===== config.mk =====
export PLATFORM = sky130hd
export DESIGN_NAME = memory_arbiter
export DESIGN_NICKNAME = d
export VERILOG_FILES = /design/src/rtl/memory_arbiter.sv
export SDC_FILE = /design/constraint.sdc
export NUM_CORES = 1
export LEC_CHECK = 0
export CORE_MARGIN = 1
export CORE_UTILIZATION = 42
export DETAILED_ROUTE_END_ITERATION = 12
export GPL_ROUTABILITY_DRIVEN = 0
export PLACE_DENSITY = 0.81
export SYNTH_ARGS = -nofsm -noshare
export SYNTH_HDL_FRONTEND = slang
export SYNTH_SLANG_ARGS = --single-unit

===== constraint.sdc =====
create_clock -name CLK -period 2.8 [get_ports CLK]
set_clock_uncertainty 0.2 [all_clocks]
set_input_delay 0.84 -clock CLK [delete_from_list [all_inputs] [get_ports CLK]]
set_output_delay 0.84 -clock CLK [all_outputs]
set_load 0.01 [all_outputs]

===== src/rtl/memory_arbiter.sv =====
`default_nettype none
// ============================================================================
// Module   : memory_arbiter
// Brief    : Shares one RAM port between instruction and data requesters,
//            data-first with a starvation bound on instruction requests.
// Revision : 1.0  initial release
// ============================================================================
module memory_arbiter #(
   parameter int STARVE_MAX = 4
) (
   input  logic        CLK,
   input  logic        RST,
   input  logic        iREN,
   input  logic [31:0] iaddr,
   output logic        iwait,
   output logic [31:0] iload,
   input  logic        dREN,
   input  logic        dWEN,
   input  logic [31:0] daddr,
   input  logic [31:0] dstore,
   output logic        dwait,
   output logic [31:0] dload,
   output logic        ramREN,
   output logic        ramWEN,
   output logic [31:0] ramaddr,
   output logic [31:0] ramstore,
   input  logic [31:0] ramload,
   input  logic        ramrdy
);

   typedef enum logic [1:0] {
      IDLE    = 2'd0,
      SERVE_I = 2'd1,
      SERVE_D = 2'd2
   } state_t;

   localparam logic [3:0] C_STARVE_MAX = 4'(STARVE_MAX);

   state_t      state_q, state_d;
   logic [31:0] addr_q, addr_d;
   logic [31:0] store_q, store_d;
   logic        wr_q, wr_d;
   logic [3:0]  starve_q, starve_d;
   logic [31:0] iload_q, iload_d;
   logic [31:0] dload_q, dload_d;

   logic w_data_req;
   logic w_starved;
   logic w_grant_d;
   logic w_grant_i;
   logic w_done_i;
   logic w_done_d;

   assign w_data_req = dREN | dWEN;
   assign w_starved  = iREN && (starve_q == C_STARVE_MAX);
   assign w_grant_d  = (state_q == IDLE) && w_data_req && !w_starved;
   assign w_grant_i  = (state_q == IDLE) && !w_grant_d && iREN;
   assign w_done_i   = (state_q == SERVE_I) && ramrdy;
   assign w_done_d   = (state_q == SERVE_D) && ramrdy;

   always_comb begin
      state_d  = state_q;
      addr_d   = addr_q;
      store_d  = store_q;
      wr_d     = wr_q;
      starve_d = starve_q;
      iload_d  = iload_q;
      dload_d  = dload_q;
      case (state_q)
         IDLE: begin
            if (w_grant_d) begin
               state_d = SERVE_D;
               addr_d  = daddr;
               store_d = dstore;
               wr_d    = dWEN;
               if (!iREN) begin
                  starve_d = 4'd0;
               end else if (starve_q != C_STARVE_MAX) begin
                  starve_d = starve_q + 4'd1;
               end
            end else if (w_grant_i) begin
               state_d  = SERVE_I;
               addr_d   = iaddr;
               starve_d = 4'd0;
            end
         end
         SERVE_I: begin
            if (ramrdy) begin
               state_d = IDLE;
               iload_d = ramload;
            end
         end
         SERVE_D: begin
            if (ramrdy) begin
               state_d = IDLE;
               // Writes complete without disturbing the last read value.
               if (!wr_q) begin
                  dload_d = ramload;
               end
            end
         end
         default: state_d = IDLE;
      endcase
   end

   always_ff @(posedge CLK) begin
      if (RST) begin
         state_q  <= IDLE;
         addr_q   <= 32'd0;
         store_q  <= 32'd0;
         wr_q     <= 1'b0;
         starve_q <= 4'd0;
         iload_q  <= 32'd0;
         dload_q  <= 32'd0;
      end else begin
         state_q  <= state_d;
         addr_q   <= addr_d;
         store_q  <= store_d;
         wr_q     <= wr_d;
         starve_q <= starve_d;
         iload_q  <= iload_d;
         dload_q  <= dload_d;
      end
   end

   // RAM port is driven purely from state and the values latched at grant.
   assign ramREN   = (state_q == SERVE_I) || ((state_q == SERVE_D) && !wr_q);
   assign ramWEN   = (state_q == SERVE_D) && wr_q;
   assign ramaddr  = addr_q;
   assign ramstore = store_q;

   assign iwait = !w_done_i;
   assign dwait = !w_done_d;
   assign iload = w_done_i ? ramload : iload_q;
   assign dload = w_done_d ? ramload : dload_q;

endmodule
`default_nettype wire


======== Word level (Yosys, flattened, before mapping) ========
Index checks and enable logic that the tools add are counted.
operators by class
  equal/unequal tests ..................... 7
  bitwise operators ....................... 2
  reductions and logical operators ........ 24
  add/sub/neg operators ................... 1
  mux-type cells .......................... 12
operators by type and width
  operator                                                         number
  32-bit two-way mux                                               4
  4-bit two-way mux                                                4
  1-bit logical AND                                                9
  2-bit AND reduction                                              4
  2-bit two-way mux                                                3
  3-bit AND reduction                                              2
  1-bit logical NOT                                                5
  4-bit by 1-bit adder with 4-bit output, second input constant    1
  4-bit by 3-bit == test with 1-bit output, second input constant  1
  4-bit by 3-bit != test with 1-bit output, second input constant  1
  2-bit case mux with 2 select lines                               1
  3-bit by 2-bit != test with 1-bit output, second input constant  1
  3-bit != test, second input constant                             1
  2-bit by 1-bit == test with 1-bit output, second input constant  1
  2-bit == test, second input constant                             1
  2-bit logical NOT                                                1
  2-bit by 1-bit != test with 1-bit output, second input constant  1
  2-bit nonzero test                                               1
  2-bit OR reduction                                               1
  1-bit logical OR                                                 1
  1-bit inverter                                                   1
  1-bit bitwise OR                                                 1
storage, ports and cells
  bits in registers ....................... 135
  input port bits ......................... 134
  output and inout bits ................... 132
  logic and storage cells ................. 53

======== Longest topological paths before layout ========
  word-level depth ........................ 10
  gate-level depth with buffers ........... 7
  depth with buffers taken out ............ 5

======== Worst setup path after synthesis ========
Ideal clock, no wire load.
  kind .................................... input-to-output
  from .................................... input port ramrdy
  to ...................................... output port dload[22]
  setup slack ............................. 161 ps
  data required time ...................... 1760 ps
  data arrival time ....................... 1599 ps
  stages on the path ...................... 3
  buffers on the path ..................... 1
  cells stage by stage .................... nand2_1 buf_2 mux2_2
on the way
  cells in the longest elaborated chain, start to end .. 2
ends and longest elaborated chain
  element             RTL line  source
  start, declared     28        input logic ramrdy
  1-bit logical AND   59        assign w_done_d = (state_q == SERVE_D) && ramrdy;
  32-bit two-way mux  135       assign dload = w_done_d ? ramload : dload_q;
  end, declared       22        output logic [31:0] dload,
No other way between the ends.

======== Worst setup path after layout ========
  from .................................... input port ramload[10]
  to ...................................... output port iload[10]
on the way
  cells in the longest elaborated chain, start to end .. 1
ends and longest elaborated chain
  element             RTL line  source
  start, declared     27        input logic [31:0] ramload,
  32-bit two-way mux  134       assign iload = w_done_i ? ramload : iload_q;
  end, declared       16        output logic [31:0] iload,
No other way between the ends.

==> metrics.csv <==
stage,metric,value,unit
setup_path,crit_path_max_fanout,3,
drt,ant_nets,0,
global_routing,grt_pass1_vias,6029,
clock_network,clkSinkCount,135,
placement,placed_cells,1080,
drt,drc_errors,0,
finish,diodes,0,
timing,fmax,349,MHz
logic_synthesis,synth_cell_type_count,35,
die,num_rows,42,
die,core-area,13500,µm²
timing,rsz0062_at_grt,yes,
finish,n_fill_cell,944,
setup_path,r2r_cells,7,
logic_synthesis,yosys-top-cells-area,"dfxtp_1 46%, mux2_2 11%, nand2_1 6.5%, a21oi_1 5.9%, nand3_1 5.8%",
die,die_x,121,µm
pwr,pwr-share-comb,0.327,
finish,fin_nets,1081,
status,violations,negative setup slack,
global_routing,met2_usage,0.484,
placement,placed_cell_area,8860,µm²
drt,viasPerCell,5.49,
logic_synthesis,ys_seq_area_frac,0.458,
setup_path,worstPathRequired,1.76,ns
global_routing,use_met1,0.316,
finish,fin_area,10100,µm²
timing,post-route-period-util,1.02,
setup_path,arrival,1.82,ns
worst_hold_path,holdPathStages,2,
global_routing,busiest_layer,met2,
global_routing,grt_pass1_wl,31600,µm
finish,seq_area,2710,µm²
global_routing,track_usage,0.280,
setup_path,crit_type,input port to output pin,
finish,multi_input_area,3160,µm²
timing,finalHoldViolCount,0,
logic_synthesis,synth_nets,808,
clock_network,cts-root-buf,clkbuf_16,
global_routing,use_met3,0.0863,
timing,min_period,2.86,ns
die,io_pins,266,
timing,finalMaxSlewViolations,0,
finish,drive_gt1_frac,0.233,
flow_run,cap_violations,0,
pwr,p_sw_frac,0.291,
setup_path,cp-start-kind,input port,
logic_synthesis,syn_inst,669,
drt,num_vias,6199,
pwr,power_density,680,nW/µm²
timing,whs,0.257,ns
setup_path,end_kind,output pin,
clock_network,cts.path.max_buffers,2,
logic_synthesis,ys_seq_elements,135,
clock_network,path_clk_slew,0.06,ns
placement,hpwlAfterDp,12400,µm
logic_synthesis,yosys.area.top_type,dfxtp_1,
drt,dr.first_iter.drc_count,449,
worst_hold_path,hold_path_class,register to register,
pwr,clkPwrFrac,0.343,
logic_synthesis,synth.yosys.warnings,0,
finish,fin_cells,1130,
global_routing,grt-ovfl-total,0,
drt,wl_per_cell,18.9,µm
die,fp.dieArea,14500,µm²
timing,tightestPinTransition,0.460,ns
drt,firstDrtPassIters,5,
pwr,power_switching,2.00,mW
pwr,intPower,4.86,mW
logic_synthesis,syn_area,5900,µm²
clock_network,hold_buffers,0,
clock_network,ctsHtreeMaxLevel,4,
logic_synthesis,avgSynthCellArea,8.82,µm²
die,start_util,0.439,
pwr,seqPwrFrac,0.330,
pwr,p_leak,4.18,nW
die,die_h,121,µm
clock_network,clk_latency,0.41,ns
status,status,finished with violations,
finish,final_util,0.750,
global_routing,grt_max_degree,53,
clock_network,cts_tree,built,
timing,setup_violations,43,
global_routing,antenna_found_initial,0,
placement,io_buffers,265,
logic_synthesis,yosys.area.top_type_share,0.458,
clock_network,numCtsBuffers,17,
timing,slew_headroom,0.693,
finish,syn_to_final_growth,70.9,%
pwr,peakVddDrop,0.420,mV
timing,final.setup.worst_slack,-0.0648,ns
drt,routed_wl,21400,µm
-- flip-flops by register name (all words and copies together) (netlist names) --
name and count:
iload_q 32, ramstore 32, state_q 2, wr_q 1, ramaddr 32, starve_q 4
dload_q 32
-- what timing repair did --
action / in CTS / in global routing
gates cloned: 3 / 1
buffers inserted: 11 / 6
pin swaps: 3 / 1
resized for setup: 412 / 13
endpoints found under the setup margin: 68 / 64
-- cells by family (layout without fill, tap and decap cells) --
family,count (synthesis),count (layout),share of synthesized area
muxes,65,65,0.124
AOI/OAI and AO/OA,146,146,0.149
xor gates and xnor gates,1,1,0.00148
DFF,135,135,0.458
buffers and inverters,69,354,0.0560
and+or+nand+nor,248,248,0.201
adders and majority gates,5,5,0.0106
-- worst paths after layout --
kind               start     endpoint  slack, ns
max          ramload[10]    iload[10]      -0.06
min          dload_q[24]  dload_q[24]       0.26
max reg2reg   state_q[1]   ramaddr[2]       0.63
min reg2reg  dload_q[24]  dload_q[24]       0.26
-- critical path, cell delays in order --
cell and delay, ns:
clkdlybuf4s50_1 0.52, mux2_4 0.34, buf_6 0.13
-- synthesized netlist by cell type --
| cell type | count |
|---|---|
| and3b_1 | 1 |
| a21boi_0 | 1 |
| a21o_1 | 1 |
| ha_1 | 5 |
| and4b_1 | 1 |
| nand3_1 | 68 |
| mux2_2 | 56 |
| buf_2 | 21 |
| buf_6 | 3 |
| o21ai_0 | 33 |
| nor2b_1 | 34 |
| inv_1 | 6 |
| and2_1 | 1 |
| a21oi_1 | 69 |
| clkbuf_1 | 32 |
| o31ai_1 | 2 |
| o21bai_1 | 1 |
| buf_1 | 1 |
| o211a_1 | 2 |
| nand4b_1 | 1 |
| xor2_1 | 1 |
| nor3_1 | 32 |
| o22ai_1 | 1 |
| a311oi_1 | 33 |
| nand2_1 | 102 |
| mux2i_1 | 1 |
| mux2_1 | 8 |
| nand2_2 | 1 |
| nand2b_1 | 2 |
| o21ai_1 | 2 |
| o21a_1 | 1 |
| dfxtp_1 | 135 |
| buf_4 | 6 |
| nor3b_1 | 1 |
| nand3b_1 | 4 |
-- layout by cell type, fill, tap and decap left out, types with 8 or more instances in the layout --
cell type | synthesis | layout
clkdlybuf4s50_1 | 0 | 189
dfxtp_1 | 135 | 133
nand2_1 | 102 | 101
a21oi_1 | 69 | 69
buf_6 | 3 | 69
nand3_1 | 68 | 68
mux2_4 | 0 | 63
nor2b_1 | 34 | 34
o21ai_0 | 33 | 33
a311oi_1 | 33 | 33
nor3_1 | 32 | 32
buf_4 | 6 | 29
clkbuf_16 | 0 | 18
buf_12 | 0 | 13
dlygate4sd2_1 | 0 | 8
-- through the flow --
stage	setup TNS, ns	setup WS (ns)	total power, mW
floorplan	0	0.161	3.23
global placement	-49.21	-0.780	4.24
detailed placement	-49.05	-0.788	4.27
CTS	-1.88	-0.0843	6.83
global route	-3.25	-0.0951	7.15
finish	-1.07	-0.0648	6.86
-- cell type report --
| class | instances | area share |
|---|---|---|
| repair buffers | 317 | 0.333 |
| multi-input cells | 465 | 0.313 |
| flip-flops and latches | 135 | 0.268 |
| clock buffers | 19 | 0.0439 |
| well taps | 176 | 0.0218 |
| clock inverters | 12 | 0.0176 |
| inverters | 6 | 0.00223 |
-- power groups by stage --
stage,logic [mW],clock network (mW),registers [mW]
after floorplan,0.880,0,2.35
after global placement,1.96,0,2.29
after detailed placement,1.98,0,2.29
after CTS,2.19,2.38,2.26
after global routing,2.38,2.48,2.29
final,2.24,2.35,2.27
-- per-layer routing --
metal  wire length [µm]  part of all wire  vias up
li1                   -                 -     2909
met1               8360              0.39     2944
met2              10600              0.49      287
met3               1660             0.077       59
met4                827             0.039        0
met5                  0                 0        -
Power figures use the tool's default switching activity.
